`config.mk`:
```
export PLATFORM = sky130hd
export DESIGN_NAME = serial_match_sched
export DESIGN_NICKNAME = d
export VERILOG_FILES = /design/src/rtl/seq_sched_pkg.sv /design/src/rtl/seq_det_core.sv /design/src/rtl/serial_match_sched.sv
export SDC_FILE = /design/constraint.sdc
export NUM_CORES = 1
export LEC_CHECK = 0
export ABC_AREA = 1
export CORE_ASPECT_RATIO = 0.8
export CORE_MARGIN = 2
export CORE_UTILIZATION = 48
export DETAILED_ROUTE_END_ITERATION = 6
export GPL_TIMING_DRIVEN = 0
export PLACE_DENSITY = 0.79
export SETUP_SLACK_MARGIN = 0.4
export SLEW_MARGIN = 15
export SYNTH_ARGS = -nofsm -noshare
export SYNTH_HDL_FRONTEND = slang
export SYNTH_SLANG_ARGS = --single-unit
```
`constraint.sdc`:
```
create_clock -name Clk -period 1.73 [get_ports Clk]
set_input_delay 0.2595 -clock Clk [delete_from_list [all_inputs] [get_ports Clk]]
set_output_delay 0.2595 -clock Clk [all_outputs]
set_load 0.01 [all_outputs]
```
`src/rtl/seq_sched_pkg.sv`:
```
// Shared types and constants for the round-robin serial pattern-match scheduler.
package seq_sched_pkg;

    localparam int unsigned PAT_LEN = 3;
    localparam logic [PAT_LEN-1:0] DEFAULT_PATTERN = 3'b101;

    typedef enum logic [1:0] {
        S_IDLE   = 2'd0,
        S_GRANT  = 2'd1,
        S_SHIFT  = 2'd2,
        S_REPORT = 2'd3
    } state_t;

endpackage

```
`src/rtl/seq_det_core.sv`:
```
// Overlapping serial pattern detector with a Mealy match output.
// The history only counts as valid once PAT_LEN-1 bits have arrived since the last clear.
module seq_det_core
    import seq_sched_pkg::*;
#(
    parameter logic [PAT_LEN-1:0] PATTERN = DEFAULT_PATTERN
) (
    input  logic Clk,
    input  logic Rst,
    input  logic clr,
    input  logic w,
    output logic z
);

    localparam int unsigned HW = PAT_LEN - 1;
    localparam int unsigned FW = $clog2(PAT_LEN);

    logic [HW-1:0] r_hist;
    logic [FW-1:0] r_fill;

    assign z = (r_fill == FW'(HW)) && ({r_hist, w} == PATTERN);

    always_ff @(posedge Clk) begin
        if (Rst || clr) begin
            r_hist <= '0;
            r_fill <= '0;
        end else begin
            r_hist <= HW'({r_hist, w});
            if (r_fill != FW'(HW)) begin
                r_fill <= r_fill + FW'(1);
            end
        end
    end

endmodule

```
`src/rtl/serial_match_sched.sv`:
```
// Round-robin arbiter that serialises the winner's word MSB first through the
// pattern detector and reports the number of matches with the winner's index.
module serial_match_sched
    import seq_sched_pkg::*;
#(
    parameter int unsigned        NREQ    = 4,
    parameter int unsigned        WIDTH   = 8,
    parameter logic [PAT_LEN-1:0] PATTERN = DEFAULT_PATTERN
) (
    input  logic                    Clk,
    input  logic                    Rst,
    input  logic [NREQ-1:0]         req,
    input  logic [NREQ*WIDTH-1:0]   data,
    output logic [NREQ-1:0]         grant,
    output logic                    busy,
    output logic                    done,
    output logic [$clog2(NREQ)-1:0] done_id,
    output logic [$clog2(WIDTH):0]  match_cnt
);

    localparam int unsigned IDW = $clog2(NREQ);
    localparam int unsigned CW  = $clog2(WIDTH) + 1;
    localparam int unsigned BCW = $clog2(WIDTH);

    state_t           r_state, w_state_nxt;
    logic [IDW-1:0]   r_ptr, w_ptr_nxt;
    logic [IDW-1:0]   r_winner, w_winner_nxt;
    logic [WIDTH-1:0] r_word, w_word_nxt;
    logic [BCW-1:0]   r_bit_cnt, w_bit_cnt_nxt;
    logic [CW-1:0]    r_cnt, w_cnt_nxt;
    logic [NREQ-1:0]  r_grant, w_grant_nxt;
    logic             r_busy, w_busy_nxt;
    logic             r_done, w_done_nxt;
    logic [IDW-1:0]   r_done_id, w_done_id_nxt;

    logic             w_found;
    logic [IDW-1:0]   w_arb;
    logic [IDW-1:0]   w_idx;
    logic [WIDTH-1:0] w_sel_word;
    logic             w_clr;
    logic             w_z;

    assign grant     = r_grant;
    assign busy      = r_busy;
    assign done      = r_done;
    assign done_id   = r_done_id;
    assign match_cnt = r_cnt;

    assign w_sel_word = WIDTH'(data >> (r_winner * WIDTH));

    // Round-robin search: first asserted request at or after r_ptr wins.
    always_comb begin
        w_found = 1'b0;
        w_arb   = '0;
        w_idx   = '0;
        for (int unsigned k = 0; k < NREQ; k++) begin
            w_idx = IDW'((32'(r_ptr) + k) % NREQ);
            if (!w_found && req[w_idx]) begin
                w_found = 1'b1;
                w_arb   = w_idx;
            end
        end
    end

    seq_det_core #(
        .PATTERN(PATTERN)
    ) u_det (
        .Clk(Clk),
        .Rst(Rst),
        .clr(w_clr),
        .w  (r_word[WIDTH-1]),
        .z  (w_z)
    );

    always_ff @(posedge Clk) begin
        if (Rst) begin
            r_state   <= S_IDLE;
            r_ptr     <= '0;
            r_winner  <= '0;
            r_word    <= '0;
            r_bit_cnt <= '0;
            r_cnt     <= '0;
            r_grant   <= '0;
            r_busy    <= 1'b0;
            r_done    <= 1'b0;
            r_done_id <= '0;
        end else begin
            r_state   <= w_state_nxt;
            r_ptr     <= w_ptr_nxt;
            r_winner  <= w_winner_nxt;
            r_word    <= w_word_nxt;
            r_bit_cnt <= w_bit_cnt_nxt;
            r_cnt     <= w_cnt_nxt;
            r_grant   <= w_grant_nxt;
            r_busy    <= w_busy_nxt;
            r_done    <= w_done_nxt;
            r_done_id <= w_done_id_nxt;
        end
    end

    // Sequencing FSM; registered outputs are computed one cycle ahead of their state.
    always_comb begin
        w_state_nxt   = r_state;
        w_ptr_nxt     = r_ptr;
        w_winner_nxt  = r_winner;
        w_word_nxt    = r_word;
        w_bit_cnt_nxt = r_bit_cnt;
        w_cnt_nxt     = r_cnt;
        w_grant_nxt   = '0;
        w_busy_nxt    = r_busy;
        w_done_nxt    = 1'b0;
        w_done_id_nxt = r_done_id;
        w_clr         = 1'b0;
        case (r_state)
            S_IDLE: begin
                if (w_found) begin
                    w_state_nxt  = S_GRANT;
                    w_winner_nxt = w_arb;
                    w_ptr_nxt    = IDW'((32'(w_arb) + 1) % NREQ);
                    w_grant_nxt  = NREQ'(1) << w_arb;
                    w_busy_nxt   = 1'b1;
                    w_cnt_nxt    = '0;
                end
            end
            S_GRANT: begin
                w_state_nxt   = S_SHIFT;
                w_word_nxt    = w_sel_word;
                w_bit_cnt_nxt = '0;
                w_clr         = 1'b1;
            end
            S_SHIFT: begin
                w_word_nxt = r_word << 1;
                if (w_z) begin
                    w_cnt_nxt = r_cnt + CW'(1);
                end
                if (r_bit_cnt == BCW'(WIDTH - 1)) begin
                    w_state_nxt   = S_REPORT;
                    w_done_nxt    = 1'b1;
                    w_done_id_nxt = r_winner;
                end else begin
                    w_bit_cnt_nxt = r_bit_cnt + BCW'(1);
                end
            end
            S_REPORT: begin
                w_state_nxt = S_IDLE;
                w_busy_nxt  = 1'b0;
            end
            default: begin
                w_state_nxt = S_IDLE;
            end
        endcase
    end

endmodule

```
; Word-level counts from Yosys, hierarchy flattened
; Cells that the tools add are included.
; W data, S select, Z words.
[word_totals]
wordCells = 88
inputBits = 38
register_bits = 33
output_inout_bits = 12
[op_classes]
n_eq_ne = 11
add_sub_neg = 7
n_bitwise = 3
order_cmp = 4
shifts = 2
n_mux = 29
reduce_logical = 20
[op_table]
columns = operator, n
row1 = $shr A32 B5 Y8, 1
row2 = $pmux W8 S2, 1
row3 = $lt A2 B3 Y1 const B, 4
row4 = $mux W2, 6
row5 = $mux W1, 11
row6 = $reduce_and A2 Y1, 5
row7 = $bmux W1 S2, 4
row8 = $mux W4, 2
row9 = $ne A2 B2 Y1 const B, 4
row10 = $pmux W2 S4, 1
row11 = $pmux W4 S2, 1
row12 = $add A2 B1 Y2 const B, 3
row13 = $eq A2 B2 Y1 const B, 3
row14 = $eq A3 B3 Y1 const B, 2
row15 = $pmux W3 S2, 1
row16 = $reduce_bool A2 Y1, 3
row17 = $add A2 B2 Y2 const B, 2
row18 = $add A4 B1 Y4 const B, 1
row19 = $logic_and A1 B1 Y1, 4
row20 = $shl A1 B2 Y4 const A, 1
row21 = $add A3 B1 Y3 const B, 1
row22 = $logic_not A1 Y1, 3
row23 = $mux W3, 1
row24 = $not A1 Y1, 3
row25 = other kinds (8), 8

; Longest topological paths before layout
; Gate-level depths: netlist of run 1.
[logic_depth]
depth_word = 14
mapped_depth = 12
mapped_depth_nobuf = 12

; Hierarchy
; Synthesis of run 1 repeated with hierarchy kept, for this count alone.
[hier_totals]
hier_cells = 282
area_unflattened_um2 = 1920.6
[by_module_without_submodules]
columns = mod, cells_each, area_each_um2, seq_area_each_um2, instances
row1 = serial_match_sched, 259, 1756.7, 580.6, 1
row2 = seq_det_core, 23, 163.9, 80.1, 1

; Worst setup path before layout of run 1
; OpenSTA, ideal clock, no wires.
[synth_path]
path_kind = reg-to-reg
from = reg r_ptr[0]
to = reg r_ptr[1]
stages_incl_launch_ff = 11
path_slack_ps = 312
required_time_ps = 1608
n_path_buf = 1
arrival_time_ps = 1295
setup_time_ps = 122
period_less_slack_ps = 1418
path_cell_list = dfxtp_1 buf_4 nand2_2 nand3_1 nand2_2 nor2_4 nand3_2 nand3_1 inv_1 nand3_1 nand3_1
[synth_between]
elab_chain_len = 13
word_cells_on_any_way = 27
classes_between = 4 x add/sub / 16 x mux / 7 x reduce/logical
[synth_lines]
columns = element, line_no
row1 = "start, declared", serial_match_sched.sv:26  ; logic [IDW-1:0] r_ptr, w_ptr_nxt;
row2 = "start signal, assigned", serial_match_sched.sv:89  ; r_ptr <= w_ptr_nxt;
row3 = branches (longest 13 deep; another with $add A2 B1 Y2), --
; Several ways; the timed one is not identified. The select of a mux whose other input is x is not followed.
; A chain may end at the register's enable or synchronous reset.

; Worst setup path in the final report of run 1
[layout_path]
from = in req[1]
to = reg r_ptr[1]
[layout_between]
elab_chain_len = 13
word_cells_on_any_way = 24
classes_between = 1 x add/sub / 16 x mux / 7 x reduce/logical
[layout_lines]
columns = element, line_no
row1 = "start, declared", serial_match_sched.sv:12  ; input logic [NREQ-1:0] req,
row2 = $bmux W1 S2, serial_match_sched.sv:58  ; if (!w_found && req[w_idx]) begin
row3 = $mux W1 (not written as such), serial_match_sched.sv:58
row4 = $mux W1, serial_match_sched.sv:58
row5 = $logic_not A1 Y1, serial_match_sched.sv:58
row6 = $logic_and A1 B1 Y1, serial_match_sched.sv:58
row7 = $mux W1, serial_match_sched.sv:58
row8 = $logic_not A1 Y1, serial_match_sched.sv:58
row9 = $logic_and A1 B1 Y1, serial_match_sched.sv:58
row10 = $mux W1, serial_match_sched.sv:58
row11 = $logic_not A1 Y1, serial_match_sched.sv:58
row12 = $logic_and A1 B1 Y1, serial_match_sched.sv:58
row13 = $mux W2 or $mux W1 (tied branches), serial_match_sched.sv:58
row14 = $add A2 B1 Y2 or $reduce_and A2 Y1 (tied branches), --
; Parallel ways exist; a longest one is shown, timed or not. The select of a mux whose other input is x is not followed.

==> flow_metrics.tcl, run 1 <==
set metrics [dict create \
    pwr-share-comb_pct 61.7 \
    dpl.hpwl_mm 3.31 \
    worstMarginPinSlew_ns 0.322 \
    finalWorstSetupSlack_ns 0.0975 \
    yosysSeqAreaShare_pct 35.6 \
    hold_violations 0 \
    dr_total_vias 2061 \
    die_w_um 73.5 \
    ant_nets 0 \
    post_drt_via_cell_ratio 5.35 \
    pre_cts_ws_ns -0.0725 \
    arrival_ns 1.85 \
    antenna_cells 0 \
    clk_latency_ns 0.28 \
    endpoint_kind "flip-flop" \
    layout-drive-gt1-share_pct 26.7 \
    synthCells 273 \
    vdd_drop_max_mv 1.01 \
    grt_use_total_pct 22.5 \
    grt_pass1_wl_mm 7.73 \
    crit_fanout 5 \
    finalWirelength_mm 5.15 \
    start_util_pct 49.5 \
    outcome "complete, no violations" \
    grt_max_degree 11 \
    max_freq_ghz 0.613 \
    period_minus_slack_ns 1.63 \
    drc 0 \
    period_share_pct 94.4 \
    power.clock.fraction_pct 11.7 \
    synth_warnings 0 \
    cts_sinks 33 \
    synth_area_um2 1860 \
    htreeDepth 2 \
    critPathKind "input port to flip-flop" \
    p_int_mw 2.46 \
    p_sw_mw 2.17 \
    wl_per_cell_um 13.4 \
    finish.utilization_pct 75.9 \
    cts_hold_buf 0 \
    setup_violations 0 \
    final_nets 387 \
    drv_cap 0 \
    rows 20 \
    min-delay-path-class "flip-flop to flip-flop" \
    critPathLaunchType "input port" \
    dieArea_um2 4380 \
    cts_tree "done" \
    finalPower_mw 4.63 \
    final.setup_skew_ns 0.00154 \
    drtIter0Drc 154 \
    syn_area_per_cell_um2 6.80 \
    finalMaxSlewViolations 0 \
    grt_pass1_vias 1814 \
    rsz0062_at_grt "true" \
    io_buffers 49 \
    syn_nets 320 \
    antenna_found_initial 0 \
    synth_seq_cells 33 \
    slew_headroom_pct 78.5 \
    ios 50 \
    cts.clk_slew.worst_paths_ns 0.06 \
    ys_types 25 \
    cts_root_buf "clkbuf_8" \
    grt-ovfl-total 0 \
    gp_congestion 0.914 \
    clock_path_buffers 2 \
    p_leak_nw 1.31 \
    firstDrtPassIters 4 \
    swShare_pct 46.9 \
    power_density_nw_per_um2 1620 \
    reg2reg_setup_slack_ns 0.14 \
    core_area_um2 3750 \
    seq_power_share_pct 26.6 \
    die_h_um 59.6 \
    required_ns 1.94 \
    numCtsBuffers 5 \
    synthToLayoutAreaGrowth_pct 53.4 \
]
## final timing paths
path	startpoint	endpoint	cells after the start
worst min-delay path	u_det.r_fill[0]$_SDFFE_PP0P_	u_det.r_fill[0]$_SDFFE_PP0P_	1
worst max-delay path	req[1]	r_ptr[1]$_SDFFE_PP0P_	11
worst max register to register	r_ptr[0]$_SDFFE_PP0P_	r_ptr[1]$_SDFFE_PP0P_	12
worst min register to register	u_det.r_fill[0]$_SDFFE_PP0P_	u_det.r_fill[0]$_SDFFE_PP0P_	1
## power groups by stage
stage	Sequential, mW	Clock (mW)	Combinational (mW)
4_1_cts	1.19	0.549	2.42
6_report	1.23	0.541	2.85
3_5_place_dp	1.19	0	2.19
2_1_floorplan	1.17	0	1.64
3_3_place_gp	1.18	0	2.15
5_1_grt	1.26	0.583	3.15
## layer usage
layer / track usage, % / routed length (um)
met4: 5.19 / 50
met5: 0 / 0
met2: 39.0 / 2630
met3: 5.44 / 223
met1: 28.3 / 2240
## kinds of logic after synthesis
| logic type | share of synthesized area, % |
|---|---|
| adder cells (fa/ha/maj) | 6.06 |
| AO/OA/AOI/OAI | 20.4 |
| AND/OR/NAND/NOR | 29.7 |
| buffers and inverters | 7.28 |
| flip-flops | 35.6 |
| XOR/XNOR | 0.944 |
## cell type report
cell class                      count  area (um2)
Fill cell                         289         905
Timing Repair Buffer               59         556
Inverter                           27         119
Sequential cell                    33         674
Tap cell                           44        55.1
Clock buffer                        8        80.1
Buffer                              8        66.3
Multi-Input combinational cell    206        1300
## cell usage after synthesis
master / instances / area, um2
nand3_1: 19 / 95.1
nand3b_1: 1 / 7.51
xnor2_1: 1 / 8.76
xor2_1: 1 / 8.76
nand4_1: 3 / 18.8
inv_1: 21 / 78.8
nand3_2: 1 / 10.0
nand2_1: 57 / 214
o21ai_0: 31 / 155
a21oi_1: 29 / 145
or2_2: 1 / 6.26
clkinv_1: 1 / 3.75
o211a_1: 1 / 10.0
dfxtp_1: 33 / 661
a221oi_1: 1 / 8.76
inv_2: 5 / 18.8
nor2_4: 2 / 22.5
clkbuf_1: 7 / 26.3
o22ai_1: 8 / 50.1
nand2_4: 2 / 22.5
o21ai_1: 2 / 10.0
nor2_1: 28 / 105
ha_1: 9 / 113
buf_4: 1 / 7.51
nand2_2: 8 / 50.1
## stage by stage
stage / setup TNS, ns / cell area, um2 / hold WS [ns] / std cells
final: 0 / 2850 / 0.445 / 385
after global routing: 0 / 2850 / 0.467 / 385
after CTS: 0 / 2640 / 0.446 / 379
after detailed placement: -0.437 / 2450 / 0.433 / 366
after global placement: -0.212 / 2450 / 0.430 / 366
after floorplan: 0 / 1900 / 0.414 / 273
## state kept, by name, indices dropped and copies added, names as in the netlist
signal        flops
done              1
u_det.r_hist      2
busy              1
done_id           2
r_word            8
r_ptr             2
r_state           2
r_bit_cnt         3
u_det.r_fill      2
grant             4
match_cnt         4
r_winner          2
## placed cells by master (no fill, tap or decap), types with 12 or more instances in the layout
master           instances
dlygate4sd2_1           12
dfxtp_1                 26
inv_1                   15
o21ai_0                 27
clkdlybuf4s50_1         35
nand2_2                 15
buf_4                   12
a21oi_1                 26
nand2_1                 41
nor2_1                  26
## repair_timing
action,4_1_cts,5_1_grt
pin swaps,10,19
resized for setup,42,51
buffers inserted,4,5
cloned,1,1
setup endpoints to repair,44,28
## worst max-delay path, stage by stage
cell	delay, ns
clkdlybuf4s50_1	0.51
inv_1	0.09
nand2_2	0.08
nand3_1	0.11
nand2_2	0.10
inv_2	0.06
nand3_4	0.10
nand2_4	0.09
nor2_4	0.17
nand4_1	0.16
nand3_1	0.11
Power figures use the tool's default switching activity.
==> run 2, diff against run 1 <==
--- a/config.mk
+++ b/config.mk
@@ -6,14 +6,13 @@
 export NUM_CORES = 1
 export LEC_CHECK = 0
 export ABC_AREA = 1
-export CORE_ASPECT_RATIO = 0.8
+export CORE_ASPECT_RATIO = 2
 export CORE_MARGIN = 2
 export CORE_UTILIZATION = 48
 export DETAILED_ROUTE_END_ITERATION = 6
 export GPL_TIMING_DRIVEN = 0
 export PLACE_DENSITY = 0.79
 export SETUP_SLACK_MARGIN = 0.4
-export SLEW_MARGIN = 15
 export SYNTH_ARGS = -nofsm -noshare
 export SYNTH_HDL_FRONTEND = slang
 export SYNTH_SLANG_ARGS = --single-unit
==> flow_metrics.tcl, run 2 (synthesized netlist as in run 1, its figures left out) <==
set metrics [dict create \
    drtIter0Drc 61 \
    start_util_pct 49.3 \
    outcome "complete, no violations" \
    dr_total_vias 2144 \
    die_w_um 48.0 \
    final_nets 388 \
    p_leak_nw 1.30 \
    clock_path_buffers 2 \
    power_density_nw_per_um2 1660 \
    largest_reg_flops 8 \
    dpl-instance-area_um2 2460 \
    critPathKind "flip-flop to flip-flop" \
    arrival_ns 1.80 \
    stdcell_area_um2 2900 \
    cts_sinks 33 \
    required_ns 1.95 \
    period_share_pct 91.3 \
    gp_congestion 0.869 \
    grt_pass1_wl_mm 8.54 \
    largest-register "r_word" \
    cts_tree "done" \
    ios 50 \
    grt_pass1_vias 2038 \
    max_freq_ghz 0.633 \
    clk_latency_ns 0.29 \
    synthToLayoutAreaGrowth_pct 56.3 \
    reg2regPathDepth 12 \
    finalWirelength_mm 5.47 \
    period_minus_slack_ns 1.58 \
    r2r-end "match_cnt[0]$_SDFFE_PP0P_" \
    endpoint_kind "flip-flop" \
    r2r_start "r_ptr[1]$_SDFFE_PP0P_" \
    grt-ovfl-total 0 \
    wl_per_cell_um 13.9 \
    setup_violations 0 \
    firstDrtPassIters 4 \
    rows 32 \
    core_area_um2 3760 \
    drv_cap 0 \
    grt_max_degree 11 \
    min-delay-path-class "flip-flop to flip-flop" \
    hold_depth 2 \
    cp_slowest_cell "dfxtp_4" \
    cts_root_buf "clkbuf_8" \
    vdd_drop_max_mv 1.06 \
    crit_end "match_cnt[0]$_SDFFE_PP0P_" \
    die_h_um 92.0 \
    drc 0 \
    antenna_cells 0 \
    finalMaxSlewViolations 0 \
    final_common_cell "nand2_1" \
    htreeDepth 2 \
    grt_use_total_pct 25.9 \
    finalPower_mw 4.81 \
    post_drt_via_cell_ratio 5.46 \
    cts.clk_slew.worst_paths_ns 0.07 \
    layout-drive-gt1-share_pct 29.2 \
    critPathLaunch "r_ptr[1]$_SDFFE_PP0P_" \
    crit_fanout 5 \
    slew_headroom_pct 77.7 \
    hold_violations 0 \
    worstMarginPinSlew_ns 0.335 \
    path_cells "inv_4 > nand2_1 > nand2_4 > nand2_2 > nand2_2 > nor2_4 > nand3_4 > inv_4 > nand2_8 > nand2_4 > nand2_1 > a21oi_1" \
    final.setup_skew_ns 0.00336 \
    antenna_found_initial 0 \
    ant_nets 0 \
    max_stage_delay_ns 0.40 \
    rsz0062_at_grt "true" \
    io_buffers 49 \
    cts_hold_buf 0 \
    reg2reg_setup_slack_ns 0.15 \
    numCtsBuffers 5 \
    dieArea_um2 4410 \
    layout_common_cells "nand2_1, clkdlybuf4s50_1, nor2_1, o21ai_0, a21oi_1" \
    dpl.hpwl_mm 3.49 \
    critPathLaunchType "flip-flop" \
]
run 2: per-layer routing:
| layer | track usage [%] | share of wire, % | vias up |
|---|---|---|---|
| met3 | 6.10 | 3.9 | 22 |
| met1 | 28.0 | 38 | 1015 |
| met2 | 43.2 | 54 | 63 |
| met4 | 13.3 | 4.0 | 0 |
| li1 | - | - | 1044 |
| met5 | 0 | 0 | - |
run 2: worst min-delay path by stage:
stage / endpoint / startpoint
detailed placement: u_det.r_hist[1]$_SDFF_PP0_ / u_det.r_hist[0]$_SDFF_PP0_
global route: u_det.r_hist[1]$_SDFF_PP0_ / u_det.r_hist[0]$_SDFF_PP0_
floorplan: u_det.r_hist[1]$_SDFF_PP0_ / u_det.r_hist[0]$_SDFF_PP0_
global placement: u_det.r_hist[1]$_SDFF_PP0_ / u_det.r_hist[0]$_SDFF_PP0_
CTS: u_det.r_hist[1]$_SDFF_PP0_ / u_det.r_hist[0]$_SDFF_PP0_
finish: u_det.r_hist[1]$_SDFF_PP0_ / u_det.r_hist[0]$_SDFF_PP0_
run 2: cell type report:
type | count | area, um2
Buffer | 8 | 72.6
Clock buffer | 6 | 72.6
Clock inverter | 2 | 10.0
Fill cell | 303 | 861
Inverter | 27 | 121
Multi-Input combinational cell | 206 | 1320
Sequential cell | 33 | 681
Tap cell | 51 | 63.8
Timing Repair Buffer | 60 | 563
run 2: per-stage QoR:
stage / worst slack, ns / std cells / setup TNS, ns / utilization, % / hold slack [ns]
global placement: -0.0418 / 373 / -0.241 / 65.3 / 0.423
global route: 0.0418 / 393 / 0 / 77.1 / 0.467
CTS: 0.210 / 391 / 0 / 72.1 / 0.445
detailed placement: -0.103 / 373 / -0.736 / 65.3 / 0.434
floorplan: 0.336 / 273 / 0 / - / 0.414
finish: 0.150 / 393 / 0 / 77.1 / 0.440
run 2: critical path: cells and delay by family (launching register included):
family,cells,cell delay (ns)
and+or+nand+nor,9,0.79
AOI/OAI and AO/OA,1,0.12
DFF,1,0.40
buffers and inverters,2,0.19
run 2: repair_timing:
item	4_1_cts	5_1_grt
endpoints found under the setup margin	44	27
gates resized for setup	60	50
pin swaps	19	23
cloned	2	0
setup buffers	8	2
run 2: power breakdown:
group	switching (mW)	total, mW	internal [mW]
combinational	1.78	3.00	1.22
sequential	0.211	1.24	1.03
clock	0.283	0.562	0.278
total	2.28	4.81	2.53
==> run 3, diff against run 2 <==
--- a/config.mk
+++ b/config.mk
@@ -11,6 +11,7 @@
 export CORE_UTILIZATION = 48
 export DETAILED_ROUTE_END_ITERATION = 6
 export GPL_TIMING_DRIVEN = 0
+export MAX_ROUTING_LAYER = met4
 export PLACE_DENSITY = 0.79
 export SETUP_SLACK_MARGIN = 0.4
 export SYNTH_ARGS = -nofsm -noshare
==> flow_metrics.tcl, run 3 (synthesized netlist as in run 1, its figures left out) <==
set metrics [dict create \
    clock_path_buffers 2 \
    largest-register "r_word" \
    final_common_cell "nand2_1" \
    required_ns 1.95 \
    critPathLaunchType "flip-flop" \
    layout_common_cells "nand2_1, clkdlybuf4s50_1, nor2_1, o21ai_0, a21oi_1" \
    p_leak_nw 1.29 \
    hold_violations 0 \
    grt-ovfl-total 0 \
    p_int_mw 2.52 \
    htreeDepth 2 \
    min-delay-path-class "flip-flop to flip-flop" \
    dpl-instance-area_um2 2460 \
    seq_area_um2 681 \
    finalWirelength_mm 5.50 \
    power.clock.fraction_pct 11.9 \
    firstDrtPassIters 4 \
    period_minus_slack_ns 1.62 \
    die_w_um 48.0 \
    period_share_pct 93.8 \
    arrival_ns 1.85 \
    ios 50 \
    vdd_drop_max_mv 1.07 \
    cts_sinks 33 \
    numCtsBuffers 5 \
    cts_tree "done" \
    grt_pass1_vias 2051 \
    antenna_found_initial 0 \
    grt_use_total_pct 26.4 \
    antenna_cells 0 \
    fill_cells 306 \
    pwr-share-comb_pct 62.2 \
    largest_reg_flops 8 \
    setup_violations 0 \
    grt_pass1_wl_mm 8.48 \
    synthToLayoutAreaGrowth_pct 56.1 \
    crit_fanout 5 \
    dpl.hpwl_mm 3.49 \
    max_freq_ghz 0.616 \
    rows 32 \
    place_inst 373 \
    fin_cells 393 \
    seq_power_share_pct 25.9 \
    dr_total_vias 2120 \
    multi_input_area_um2 1310 \
    swShare_pct 47.3 \
    stdcell_area_um2 2900 \
    layout-drive-gt1-share_pct 28.9 \
    post_drt_via_cell_ratio 5.39 \
    finish.utilization_pct 77.0 \
    slew_headroom_pct 77.9 \
    final.setup_skew_ns 0.00506 \
    clk_latency_ns 0.29 \
    rsz0062_at_grt "true" \
    gp_congestion 0.884 \
    endpoint_kind "flip-flop" \
    drtIter0Drc 67 \
    io_buffers 49 \
    worstMarginPinSlew_ns 0.331 \
    start_util_pct 49.3 \
    critPathKind "flip-flop to flip-flop" \
    drv_cap 0 \
    drc 0 \
    core_area_um2 3760 \
    p_sw_mw 2.26 \
    die_h_um 92.0 \
    grt_max_degree 11 \
    power_density_nw_per_um2 1650 \
    ant_nets 0 \
    outcome "complete, no violations" \
    wl_per_cell_um 14.0 \
    finalMaxSlewViolations 0 \
    cts.clk_slew.worst_paths_ns 0.07 \
    cts_root_buf "clkbuf_8" \
    cts_hold_buf 0 \
    dieArea_um2 4410 \
    final_nets 388 \
    finalPower_mw 4.79 \
]
[run 3: final timing paths]
kind	startpoint	end	slack, ns	depth (start not counted)
setup reg to reg	r_ptr[0]$_SDFFE_PP0P_	match_cnt[0]$_SDFFE_PP0P_	0.11	11
setup / recovery	r_ptr[0]$_SDFFE_PP0P_	match_cnt[0]$_SDFFE_PP0P_	0.11	11
hold / removal	u_det.r_hist[0]$_SDFF_PP0_	u_det.r_hist[1]$_SDFF_PP0_	0.43	2
hold reg to reg	u_det.r_hist[0]$_SDFF_PP0_	u_det.r_hist[1]$_SDFF_PP0_	0.43	2
[run 3: critical path: stages, from the launching register on]
cell	delay, ns
dfxtp_4	0.39
buf_6	0.14
nand2_1	0.09
nand2_2	0.11
nand2_1	0.06
o21ai_1	0.15
nand3_4	0.16
inv_4	0.12
nand2_8	0.07
nand2_4	0.07
nand2_1	0.05
a21oi_1	0.14
[run 3: area by class of cell]
class | instances | share of cell area, %
clock inverters | 2 | 0.345
repair buffers | 60 | 19.4
inverters | 27 | 4.19
multi-input cells | 206 | 45.3
plain buffers | 8 | 2.50
well taps | 51 | 2.20
flip-flops and latches | 33 | 23.5
clock buffers | 6 | 2.50
[run 3: timing repair]
| action | in CTS | in global routing |
|---|---|---|
| buffers inserted | 8 | 2 |
| pin swaps | 19 | 19 |
| resized for setup | 60 | 49 |
| cloned | 2 | 0 |
| endpoints found under the setup margin | 44 | 26 |
[run 3: metal layers]
metal | vias up | routed length, um | global-route usage [%]
li1 | 1044 | - | -
met1 | 992 | 2060 | 27.6
met2 | 66 | 3020 | 43.2
met3 | 18 | 234 | 6.10
met4 | 0 | 182 | 13.3
met5 | - | 0 | -
[run 3: power groups by stage]
stage / Clock [mW] / Sequential [mW] / Combinational [mW]
2_1_floorplan: 0 / 1.17 / 1.64
3_3_place_gp: 0 / 1.18 / 2.15
3_5_place_dp: 0 / 1.19 / 2.21
4_1_cts: 0.567 / 1.21 / 2.55
5_1_grt: 0.603 / 1.27 / 3.28
6_report: 0.568 / 1.24 / 2.98
[run 3: per-stage QoR]
| step | setup WS (ns) | setup TNS [ns] | hold slack [ns] |
|---|---|---|---|
| floorplan | 0.336 | 0 | 0.414 |
| global placement | -0.0418 | -0.241 | 0.423 |
| detailed placement | -0.103 | -0.736 | 0.434 |
| CTS | 0.210 | 0 | 0.445 |
| global route | 0.00478 | 0 | 0.463 |
| finish | 0.107 | 0 | 0.435 |
